**config.mk**
```make
export PLATFORM = sky130hd
export DESIGN_NAME = rtable_router_stage
export DESIGN_NICKNAME = d
export VERILOG_FILES = /design/src/rtl/rtable_pkg.sv /design/src/rtl/rtable_fifo.sv /design/src/rtl/rtable_router_stage.sv
export SDC_FILE = /design/constraint.sdc
export NUM_CORES = 1
export LEC_CHECK = 0
export ABC_AREA = 1
export BUFFER_PORTS_ARGS = -buffer_cell sky130_fd_sc_hd__clkbuf_2
export CAP_MARGIN = 20
export CORE_UTILIZATION = 48
export DETAILED_ROUTE_END_ITERATION = 6
export GPL_TIMING_DRIVEN = 1
export PLACE_DENSITY = 0.76
export SYNTH_ARGS = -nofsm -noshare
export SYNTH_HDL_FRONTEND = slang
export SYNTH_SLANG_ARGS = --single-unit
export TNS_END_PERCENT = 20
```
**constraint.sdc**
```tcl
create_clock -name clk -period 1.5 [get_ports clk]
set_input_delay 0.15 -clock clk [delete_from_list [all_inputs] [get_ports clk]]
set_output_delay 0.15 -clock clk [all_outputs]
set_load 0.01 [all_outputs]
```
**src/rtl/rtable_pkg.sv**
```systemverilog
// rtable_pkg: shared direction/mode types and the dimension-order route function.
package rtable_pkg;
  typedef enum logic [2:0] {
    DIR_LOCAL   = 3'b000,
    DIR_NORTH   = 3'b001,
    DIR_EAST    = 3'b010,
    DIR_SOUTH   = 3'b011,
    DIR_WEST    = 3'b100,
    DIR_INVALID = 3'b111
  } dir_t;
  typedef enum logic {MODE_XY = 1'b0, MODE_YX = 1'b1} route_mode_t;
  typedef logic [7:0] coord_t;
  function automatic dir_t route_calc(input coord_t dx, input coord_t dy, input coord_t my_x,
                                      input coord_t my_y, input route_mode_t mode);
    dir_t xd, yd;
    logic xe, ye;
    xd = dx < my_x ? DIR_WEST : DIR_EAST;
    yd = dy < my_y ? DIR_SOUTH : DIR_NORTH;
    xe = dx == my_x;
    ye = dy == my_y;
    return mode == MODE_XY ? (!xe ? xd : (!ye ? yd : DIR_LOCAL))
                           : (!ye ? yd : (!xe ? xd : DIR_LOCAL));
  endfunction
endpackage

```
**src/rtl/rtable_fifo.sv**
```systemverilog
// rtable_fifo: DEPTH-entry synchronous FIFO with occupancy count, full and empty flags.
module rtable_fifo #(
  parameter int DEPTH = 2,
  parameter int W = 12
) (
  input  logic clk,
  input  logic rst_n,
  input  logic push,
  input  logic pop,
  input  logic [W-1:0] wdata,
  output logic [W-1:0] rdata,
  output logic [$clog2(DEPTH+1)-1:0] count,
  output logic full,
  output logic empty
);
  localparam int CW = $clog2(DEPTH+1);
  localparam int PW = DEPTH > 1 ? $clog2(DEPTH) : 1;
  logic [W-1:0] mem_q [DEPTH];
  logic [PW-1:0] wr_q, rd_q;
  logic [CW-1:0] cnt_q;
  logic do_push, do_pop;
  function automatic logic [PW-1:0] nxt(input logic [PW-1:0] p);
    return p == PW'(DEPTH-1) ? '0 : p + PW'(1);
  endfunction
  assign full    = cnt_q == CW'(DEPTH);
  assign empty   = cnt_q == '0;
  assign count   = cnt_q;
  assign rdata   = mem_q[rd_q];
  assign do_push = push & ~full;
  assign do_pop  = pop & ~empty;
  always_ff @(posedge clk or negedge rst_n) begin
    if (!rst_n) begin
      wr_q  <= '0;
      rd_q  <= '0;
      cnt_q <= '0;
    end else begin
      wr_q  <= do_push ? nxt(wr_q) : wr_q;
      rd_q  <= do_pop ? nxt(rd_q) : rd_q;
      cnt_q <= cnt_q + CW'(do_push) - CW'(do_pop);
    end
  end
  always_ff @(posedge clk) begin
    if (do_push) mem_q[wr_q] <= wdata;
  end
endmodule

```
**src/rtl/rtable_router_stage.sv**
```systemverilog
// rtable_router_stage: registered mesh route lookup with programmable node/order and output FIFO.
module rtable_router_stage
  import rtable_pkg::*;
#(
  parameter int MESH_X  = 16,
  parameter int MESH_Y  = 16,
  parameter int ID_W    = 8,
  parameter int RESET_X = 7,
  parameter int RESET_Y = 8,
  parameter int DEPTH   = 2
) (
  input  logic            clk,
  input  logic            rst_n,
  input  logic            cfg_we,
  input  logic [7:0]      cfg_x,
  input  logic [7:0]      cfg_y,
  input  logic            cfg_mode,
  output logic            cfg_err,
  input  logic            in_valid,
  output logic            in_ready,
  input  logic [ID_W-1:0] in_dest,
  output logic            out_valid,
  input  logic            out_ready,
  output logic [2:0]      out_port,
  output logic [ID_W-1:0] out_dest,
  output logic            out_err,
  output logic [15:0]     route_cnt,
  output logic [15:0]     err_cnt
);
  localparam int CW = $clog2(DEPTH+1);
  localparam int EW = 3 + ID_W + 1;
  coord_t my_x_q, my_y_q, dx, dy;
  route_mode_t mode_q;
  logic cfg_err_q;
  logic [15:0] route_cnt_q, err_cnt_q;
  logic [31:0] dest_w;
  logic dest_bad, cfg_bad, push, pop;
  dir_t port_w;
  logic [EW-1:0] head;
  logic [2:0] head_port;
  logic [ID_W-1:0] head_dest;
  logic head_err;
  logic [CW-1:0] fifo_count;
  logic fifo_full, fifo_empty;
  assign dest_w   = 32'(in_dest);
  assign dx       = coord_t'(dest_w % 32'(MESH_X));
  assign dy       = coord_t'(dest_w / 32'(MESH_X));
  assign dest_bad = dest_w >= 32'(MESH_X * MESH_Y);
  assign cfg_bad  = 32'(cfg_x) >= 32'(MESH_X) || 32'(cfg_y) >= 32'(MESH_Y);
  assign port_w   = dest_bad ? DIR_INVALID : route_calc(dx, dy, my_x_q, my_y_q, mode_q);
  // Occupancy alone gates acceptance, so a pop never frees a slot for the same edge.
  assign in_ready = fifo_count < CW'(DEPTH);
  assign push     = in_valid & in_ready & ~fifo_full;
  assign pop      = out_valid & out_ready;
  rtable_fifo #(.DEPTH(DEPTH), .W(EW)) u_fifo (
    .clk   (clk),
    .rst_n (rst_n),
    .push  (push),
    .pop   (pop),
    .wdata ({port_w, in_dest, dest_bad}),
    .rdata (head),
    .count (fifo_count),
    .full  (fifo_full),
    .empty (fifo_empty)
  );
  assign {head_port, head_dest, head_err} = head;
  assign out_valid = ~fifo_empty;
  assign out_port  = fifo_empty ? 3'b000 : head_port;
  assign out_dest  = fifo_empty ? '0 : head_dest;
  assign out_err   = fifo_empty ? 1'b0 : head_err;
  assign cfg_err   = cfg_err_q;
  assign route_cnt = route_cnt_q;
  assign err_cnt   = err_cnt_q;
  always_ff @(posedge clk or negedge rst_n) begin
    if (!rst_n) begin
      my_x_q      <= coord_t'(RESET_X);
      my_y_q      <= coord_t'(RESET_Y);
      mode_q      <= MODE_XY;
      cfg_err_q   <= 1'b0;
      route_cnt_q <= '0;
      err_cnt_q   <= '0;
    end else begin
      cfg_err_q   <= cfg_we & cfg_bad;
      my_x_q      <= cfg_we && !cfg_bad ? cfg_x : my_x_q;
      my_y_q      <= cfg_we && !cfg_bad ? cfg_y : my_y_q;
      mode_q      <= cfg_we && !cfg_bad ? route_mode_t'(cfg_mode) : mode_q;
      route_cnt_q <= push && route_cnt_q != 16'hFFFF ? route_cnt_q + 16'd1 : route_cnt_q;
      err_cnt_q   <= push && dest_bad && err_cnt_q != 16'hFFFF ? err_cnt_q + 16'd1 : err_cnt_q;
    end
  end
endmodule

```
Word level (Yosys, flattened, before mapping)
Memory sizes are Yosys's and may differ from the RTL's.
Index checks and enable logic that the tools add are counted.
{"block": "totals", "register_bits": 54, "ramBits": 24, "input_bits": 30, "word_cells": 57, "n_memories": 1}
{"block": "classes", "add_sub_neg": 6, "n_lt_le_gt_ge": 6, "n_eq_ne": 5, "n_mux": 15, "bitwise": 8, "n_reduce_logical": 7}
{"name": "u_fifo.mem_q", "words": 2, "word_bits": 12, "rd": 1, "rd_ports_with_merged_regs": 0, "wr": 1, "line": "rtable_fifo.sv:18", "source": "logic [W-1:0] mem_q [DEPTH];"}
{"op": "$add A16 B1 Y16 const B", "n": 2}
{"op": "$ne A16 B16 Y1 const B", "n": 2}
{"op": "$mux W3", "n": 7}
{"op": "$eq A4 B8 Y1", "n": 2}
{"op": "$ge A8 B5 Y1 const B", "n": 2}
{"op": "$lt A4 B8 Y1", "n": 2}
{"op": "$ge A8 B9 Y1 const B", "n": 1}
{"op": "$mux W8", "n": 1}
{"op": "$and A1 B1 Y1", "n": 6}
{"op": "$mux W1", "n": 5}
{"op": "$logic_and A1 B1 Y1", "n": 4}
{"op": "$mux W2", "n": 2}
{"op": "$add A1 B1 Y1 const B", "n": 2}
{"op": "$add A2 B1 Y2", "n": 1}
{"op": "$eq A2 B2 Y1 const B", "n": 1}
{"op": "$logic_not A2 Y1", "n": 1}
{"op": "$lt A2 B2 Y1 const B", "n": 1}
{"op": "$not A1 Y1", "n": 2}
{"op": "$sub A2 B1 Y2", "n": 1}
{"op": "$logic_not A1 Y1", "n": 1}
{"op": "$logic_or A1 B1 Y1", "n": 1}

Longest topological paths before layout
{"block": "depth", "depth_word": 6, "ltp_mapped": 10, "depth_no_buf": 10}

Cells and area by module
A second synthesis with hierarchy kept.
{"block": "unflattened", "hier_cells": 410, "hier_area_um2": 3316.9}
{"module": "rtable_router_stage", "n_inst": 1, "cells_each": 314, "area_per_inst_um2": 2208.4}
{"module": "rtable_fifo", "n_inst": 1, "cells_each": 96, "area_per_inst_um2": 1108.6}

Worst setup path after synthesis
OpenSTA, ideal clock, no wires.
{"block": "synth_path", "path_kind": "register -> register", "startpoint": "reg u_fifo.cnt_q[1] (netlist: u_fifo.count[1])", "endpoint": "mem u_fifo.mem_q[1][10] (enable)", "t_arrival_ns": 1.183, "required_ns": 1.122, "setup_slack_ns": -0.062, "stages_incl_launch_ff": 4, "synth_period_minus_slack_ns": 1.562, "cell_sequence": "dfrtp_1 inv_1 nand2_1 nor2_1"}
{"block": "synth_between", "elab_chain_cells": 6, "elab_cells_between_ends": 8, "cone_classes": "order compare: 1; eq/ne: 1; mux: 2; bitwise: 4"}
{"element": "start: declaration", "line": "rtable_fifo.sv:20", "source": "logic [CW-1:0] cnt_q;"}
{"element": "start signal: assignment", "line": "rtable_fifo.sv:39", "source": "cnt_q <= cnt_q + CW'(do_push) - CW'(do_pop);"}
{"element": "$lt A2 B2 Y1", "line": "rtable_router_stage.sv:52", "source": "assign in_ready = fifo_count < CW'(DEPTH);"}
{"element": "named net in_ready", "line": "rtable_router_stage.sv:20", "source": "output logic in_ready,"}
{"element": "$and A1 B1 Y1 (2 in series)", "line": "rtable_router_stage.sv:53", "source": "assign push = in_valid & in_ready & ~fifo_full;"}
{"element": "$and A1 B1 Y1", "line": "rtable_fifo.sv:29", "source": "assign do_push = push & ~full;"}
{"element": "$mux W1", "line": "rtable_fifo.sv:43", "source": "if (do_push) mem_q[wr_q] <= wdata;"}
{"element": "$mux W1 (not written as such)", "line": "rtable_fifo.sv:43"}
{"element": "end: declaration", "line": "rtable_fifo.sv:18"}
The timed path passes the listed nets, and every way through them passes these cells.

Worst setup path in the final report
{"block": "layout_path", "startpoint": "reg my_x_q[2]", "endpoint": "mem u_fifo.mem_q[1][11] (data pin)"}
{"block": "layout_between", "elab_chain_cells": 6, "elab_cells_between_ends": 8, "cone_classes": "order compare: 1; eq/ne: 1; mux: 6"}
{"element": "start: declaration", "line": "rtable_router_stage.sv:32", "source": "coord_t my_x_q, my_y_q, dx, dy;"}
{"element": "start signal: assignment", "line": "rtable_router_stage.sv:76", "source": "my_x_q <= coord_t'(RESET_X);"}
{"element": "start signal: assignment", "line": "rtable_router_stage.sv:84", "source": "my_x_q <= cfg_we && !cfg_bad ? cfg_x : my_x_q;"}
{"element": "$lt A4 B8 Y1", "line": "rtable_pkg.sv:17", "source": "xd = dx < my_x ? DIR_WEST : DIR_EAST;"}
{"element": "$mux W3", "line": "rtable_pkg.sv:17"}
{"element": "$mux W3 (2 in series)", "line": "rtable_pkg.sv:22", "source": ": (!ye ? yd : (!xe ? xd : DIR_LOCAL));"}
{"element": "$mux W3 *", "line": "rtable_pkg.sv:21", "source": "return mode == MODE_XY ? (!xe ? xd : (!ye ? yd : DIR_LOCAL))"}
{"element": "$mux W3 *", "line": "rtable_router_stage.sv:50", "source": "assign port_w = dest_bad ? DIR_INVALID : route_calc(dx, dy, my_x_q, my_y_q, mode_q);"}
{"element": "named net port_w[2]", "line": "rtable_router_stage.sv:38", "source": "dir_t port_w;"}
Mark *: on every way through the listed nets, which the timed path passes. The rest lies on a longest branch.

==> summary.md <==
| Metric | Value |
|---|---|
| Post-route DRC violation count | `0` |
| Period minus WS final | `around 1.6 ns` |
| Die area | `6890 um^2` |
| Avg Synthesized Cell Area | `8.65 um^2` |
| Clock-pin slew on the worst setup and hold paths | `roughly 0.070 ns` |
| Largest net degree at the start of global routing | `39` |
| Main combinational cell family by area after synthesis | `simple AND/OR/NAND/NOR gates` |
| Setup TNS Final | `-0.645 ns` |
| Total track usage | `20.2%` |
| CP arrival | `between 1.5 and 2 ns` |
| Worst setup path category | `reg -> reg` |
| DR pass1 iterations | `4` |
| FILL cells | `approximately 500` |
| Clock skew | `0.00788 ns` |
| CP Launch Type | `flop` |
| Pwr/cell area | `between 1000 and 1500 nW/um^2` |
| CP Cell Sequence | `inv_2 -> ha_4 -> nand2_4 -> o21bai_1 -> a21boi_1 -> a21oi_1` |
| CP max FO | `2` |
| Share of layout cells above drive strength 1 | `30.9%` |
| Dpl hpwl | `roughly 4.6 mm` |
| Synth async-reset ratio | `a little over three fifths` |
| Endpoints failing setup | `7` |
| Synth Area in Compound Gates | `4.81%` |
| Area leader, netlist | `dfrtp_1` |
| Buffers on Ports | `slightly below 60` |
| Final Hold Fails | `0` |
| Crit-path max cell delay | `about 0.54 ns` |
| Synth unique cells | `31` |
| Worst path top cell family by delay | `flip-flops` |
| Post-synthesis adder-cell area fraction | `between 4 and 5%` |
| Sequential share of the synthesized area | `between 50 and 60%` |
| Synthesized instance count | `~360` |
| EDFF count, synth | `22` |
| Area contributors post-synth | `dfrtp_1, edfxtp_1, nand2_1` |
| Failing checks | `setup timing` |
| GRT overflow | `0` |
| Area delta synth->final | `24.4%` |
| Number of max-cap violations | `0` |
| Fin crit share | `109%` |
| Internal power component | `around 3.3 mW` |
| Core area | `6350 um^2` |
| Ant. Diodes | `0` |
| Clock power share | `about 25%` |
| Switching Fraction | `between 30% and 40%` |
| Die Y | `around 83 um` |
| Clock sinks | `60` |
| Flops & latches, synth | `60` |
| Top cell type's share of synthesized area | `27.0%` |
| Initial antenna violation count | `0` |
| Io pins | `77` |
| Vias in the first global route | `~2500` |
| Slowest CP cell | `dfstp_2` |
| Lkg Pwr | `approximately 1.9 nW` |
| Die width | `about 83 um` |
| Comb power frac | `between 30% and 40%` |
| Htree depth | `3` |
| Hold Path Class | `in -> reg` |
| Initial Utilization | `roughly 50%` |
| GP Congestion | `0.892` |
| CP Data Required Time | `roughly 1.6 ns` |
| Inserted Clock Buffers | `9` |
| Sequential power share | `~40%` |
| Mapped Area | `3150 um^2` |
| WL final | `roughly 6.6 mm` |
| Antenna Nets Post-Route | `0` |
| Simple-Gate Fraction of Synth Area | `between 20% and 30%` |
| Max Buffers Root-to-Sink | `2` |
| Starting DRC count in detailed routing | `72` |
| Fin. max-slew vios | `0` |
| RSZ-0062 raised after global routing | `yes` |
| Nets@finish | `roughly 490` |
| Bufs and invs on worst path | `1` |
| Via count | `between 2000 and 3000` |
| Setup ws final | `-0.129 ns` |
| DR vias/cell | `4.81` |
| Primary FF master, synth | `dfrtp_1` |
| Hold slack | `between 0.015 and 0.02 ns` |
| Worst setup EP type | `flop` |
| Drt wl/cell | `between 10 and 15 um` |
| Status | `complete, but fails checks` |
| Psw | `1.89 mW` |
| Peak Freq | `~610 MHz` |
| Final Core Density | `around three fifths` |
| Global-route wire length before repair | `approximately 11 mm` |
| Synth warn | `0` |
| TritonCTS clock tree | `done` |
| Worst vdd ir | `0.000947 V` |
| Post-synthesis mux area share | `0%` |
| FP Rows | `29` |
| Worst-Skew Late Latency | `0.34 ns` |
| Clk root buf | `clkbuf_8` |
| XOR/XNOR share of the synthesized area | `under 10%` |
timing repair:
item / 4_1_cts / 5_1_grt
endpoints found under the setup margin: 18 / 23
endpoints found under the hold margin: 37 / 0
resized for setup: 9 / 26
buffers inserted: 0 / 1
pin swaps: 5 / 14
hold buffers: 4 / 0
state kept, by name, indices dropped and copies added, names as in the netlist:
signal	count
u_fifo.count	2
route_cnt	16
cfg_err	1
u_fifo.mem_q	22
my_x_q	8
my_y_q	8
mode_q	1
u_fifo.wr_q	1
u_fifo.rd_q	1
power by group through the flow:
stage	logic, mW	registers, mW	clock network, mW
final	1.78	2.14	1.29
after floorplan	0.984	2.19	0
after global placement	1.65	2.14	0
after global routing	2.00	2.17	1.39
after CTS	1.74	2.13	1.31
after detailed placement	1.71	2.16	0
synth_stat cells (2+ instances only):
| cell type | instances |
|---|---|
| xor2_1 | 5 |
| inv_1 | 40 |
| edfxtp_1 | 22 |
| nand4_1 | 5 |
| nand2_1 | 133 |
| clkbuf_1 | 2 |
| nor2_4 | 4 |
| nand2_2 | 2 |
| dfrtp_1 | 34 |
| dfstp_2 | 4 |
| xnor2_1 | 6 |
| ha_1 | 11 |
| nand2_4 | 2 |
| nor2_1 | 35 |
| o21ai_0 | 9 |
| a21oi_1 | 15 |
| buf_4 | 17 |
| buf_6 | 2 |
| nand3_1 | 4 |
final timing paths:
check	startpoint	endpoint	slack (ns)	cells after the start
max	my_x_q[2]$_DFFE_PN1P_	u_fifo.mem_q[1][11]$_DFFE_PP_	-0.13	6
min	cfg_y[3]	my_y_q[3]$_DFFE_PN1P_	0.02	3
max reg2reg	my_x_q[2]$_DFFE_PN1P_	u_fifo.mem_q[1][11]$_DFFE_PP_	-0.13	6
min reg2reg	my_x_q[0]$_DFFE_PN1P_	my_x_q[0]$_DFFE_PN1P_	0.47	2
max in group asynchronous	rst_n	my_x_q[0]$_DFFE_PN1P_	0.74	3
min in group asynchronous	rst_n	route_cnt[11]$_DFFE_PN0P_	0.40	3
cell families (layout without fill, tap and decap cells):
group | count (synthesis) | in the layout
and+or+nand+nor | 189 | 189
buffers and inverters | 65 | 141
DFF | 60 | 60
AOI/OAI and AO/OA | 27 | 27
adders and majority gates | 11 | 11
xor gates and xnor gates | 11 | 11
other | 1 | 17
worst reg2reg max path: stages, from the launching register on:
cell and delay, ns:
dfstp_2 0.54, inv_2 0.05, ha_4 0.26, nand2_4 0.05, o21bai_1 0.16, a21boi_1 0.21, a21oi_1 0.10
layout by cell type, fill, tap and decap left out, types with 3 or more instances in the layout:
| cell | instances |
|---|---|
| nand2_1 | 123 |
| clkbuf_2 | 59 |
| inv_1 | 34 |
| dfrtp_1 | 31 |
| nor2_1 | 30 |
| edfxtp_1 | 22 |
| conb_1 | 17 |
| buf_4 | 17 |
| a21oi_1 | 15 |
| nand2_2 | 11 |
| clkbuf_8 | 9 |
| o21ai_0 | 8 |
| inv_2 | 7 |
| ha_1 | 7 |
| nor2_4 | 6 |
| nand4_1 | 5 |
| xor2_1 | 5 |
| xnor2_1 | 5 |
| nand3_1 | 4 |
| dlygate4sd3_1 | 4 |
| dfstp_2 | 4 |
| nor2_2 | 3 |
| nand2_4 | 3 |
| ha_4 | 3 |
| dfrtp_2 | 3 |
metal layers:
layer  track usage [%]  vias to the layer above  wire length (um)
met1              25.1                     1205              2970
met3              5.17                       12               247
met5                 0                        -                 0
met2              33.5                       71              3260
li1                  -                     1277                 -
met4              8.78                        0               125
stage by stage:
stage | cell area, um^2 | cells | power (mW) | worst slack (ns)
global route | 3920 | 533 | 5.55 | -0.189
global placement | 3590 | 512 | 3.79 | -0.0928
floorplan | 3210 | 380 | 3.17 | -0.0616
CTS | 3830 | 532 | 5.18 | -0.111
finish | 3920 | 533 | 5.21 | -0.129
detailed placement | 3590 | 512 | 3.86 | -0.170
final cells by class:
| cell class | instances | area, um^2 | area share, % |
|---|---|---|---|
| Clock buffer | 9 | 124 | 3.16 |
| Clock inverter | 7 | 51.3 | 1.31 |
| Sequential cell | 60 | 1620 | 41.4 |
| Tap cell | 77 | 96.3 | 2.46 |
| Inverter | 42 | 163 | 4.15 |
| Timing Repair Buffer | 83 | 514 | 13.1 |
| Multi-Input combinational cell | 255 | 1350 | 34.4 |
Power figures use the tool's default switching activity.
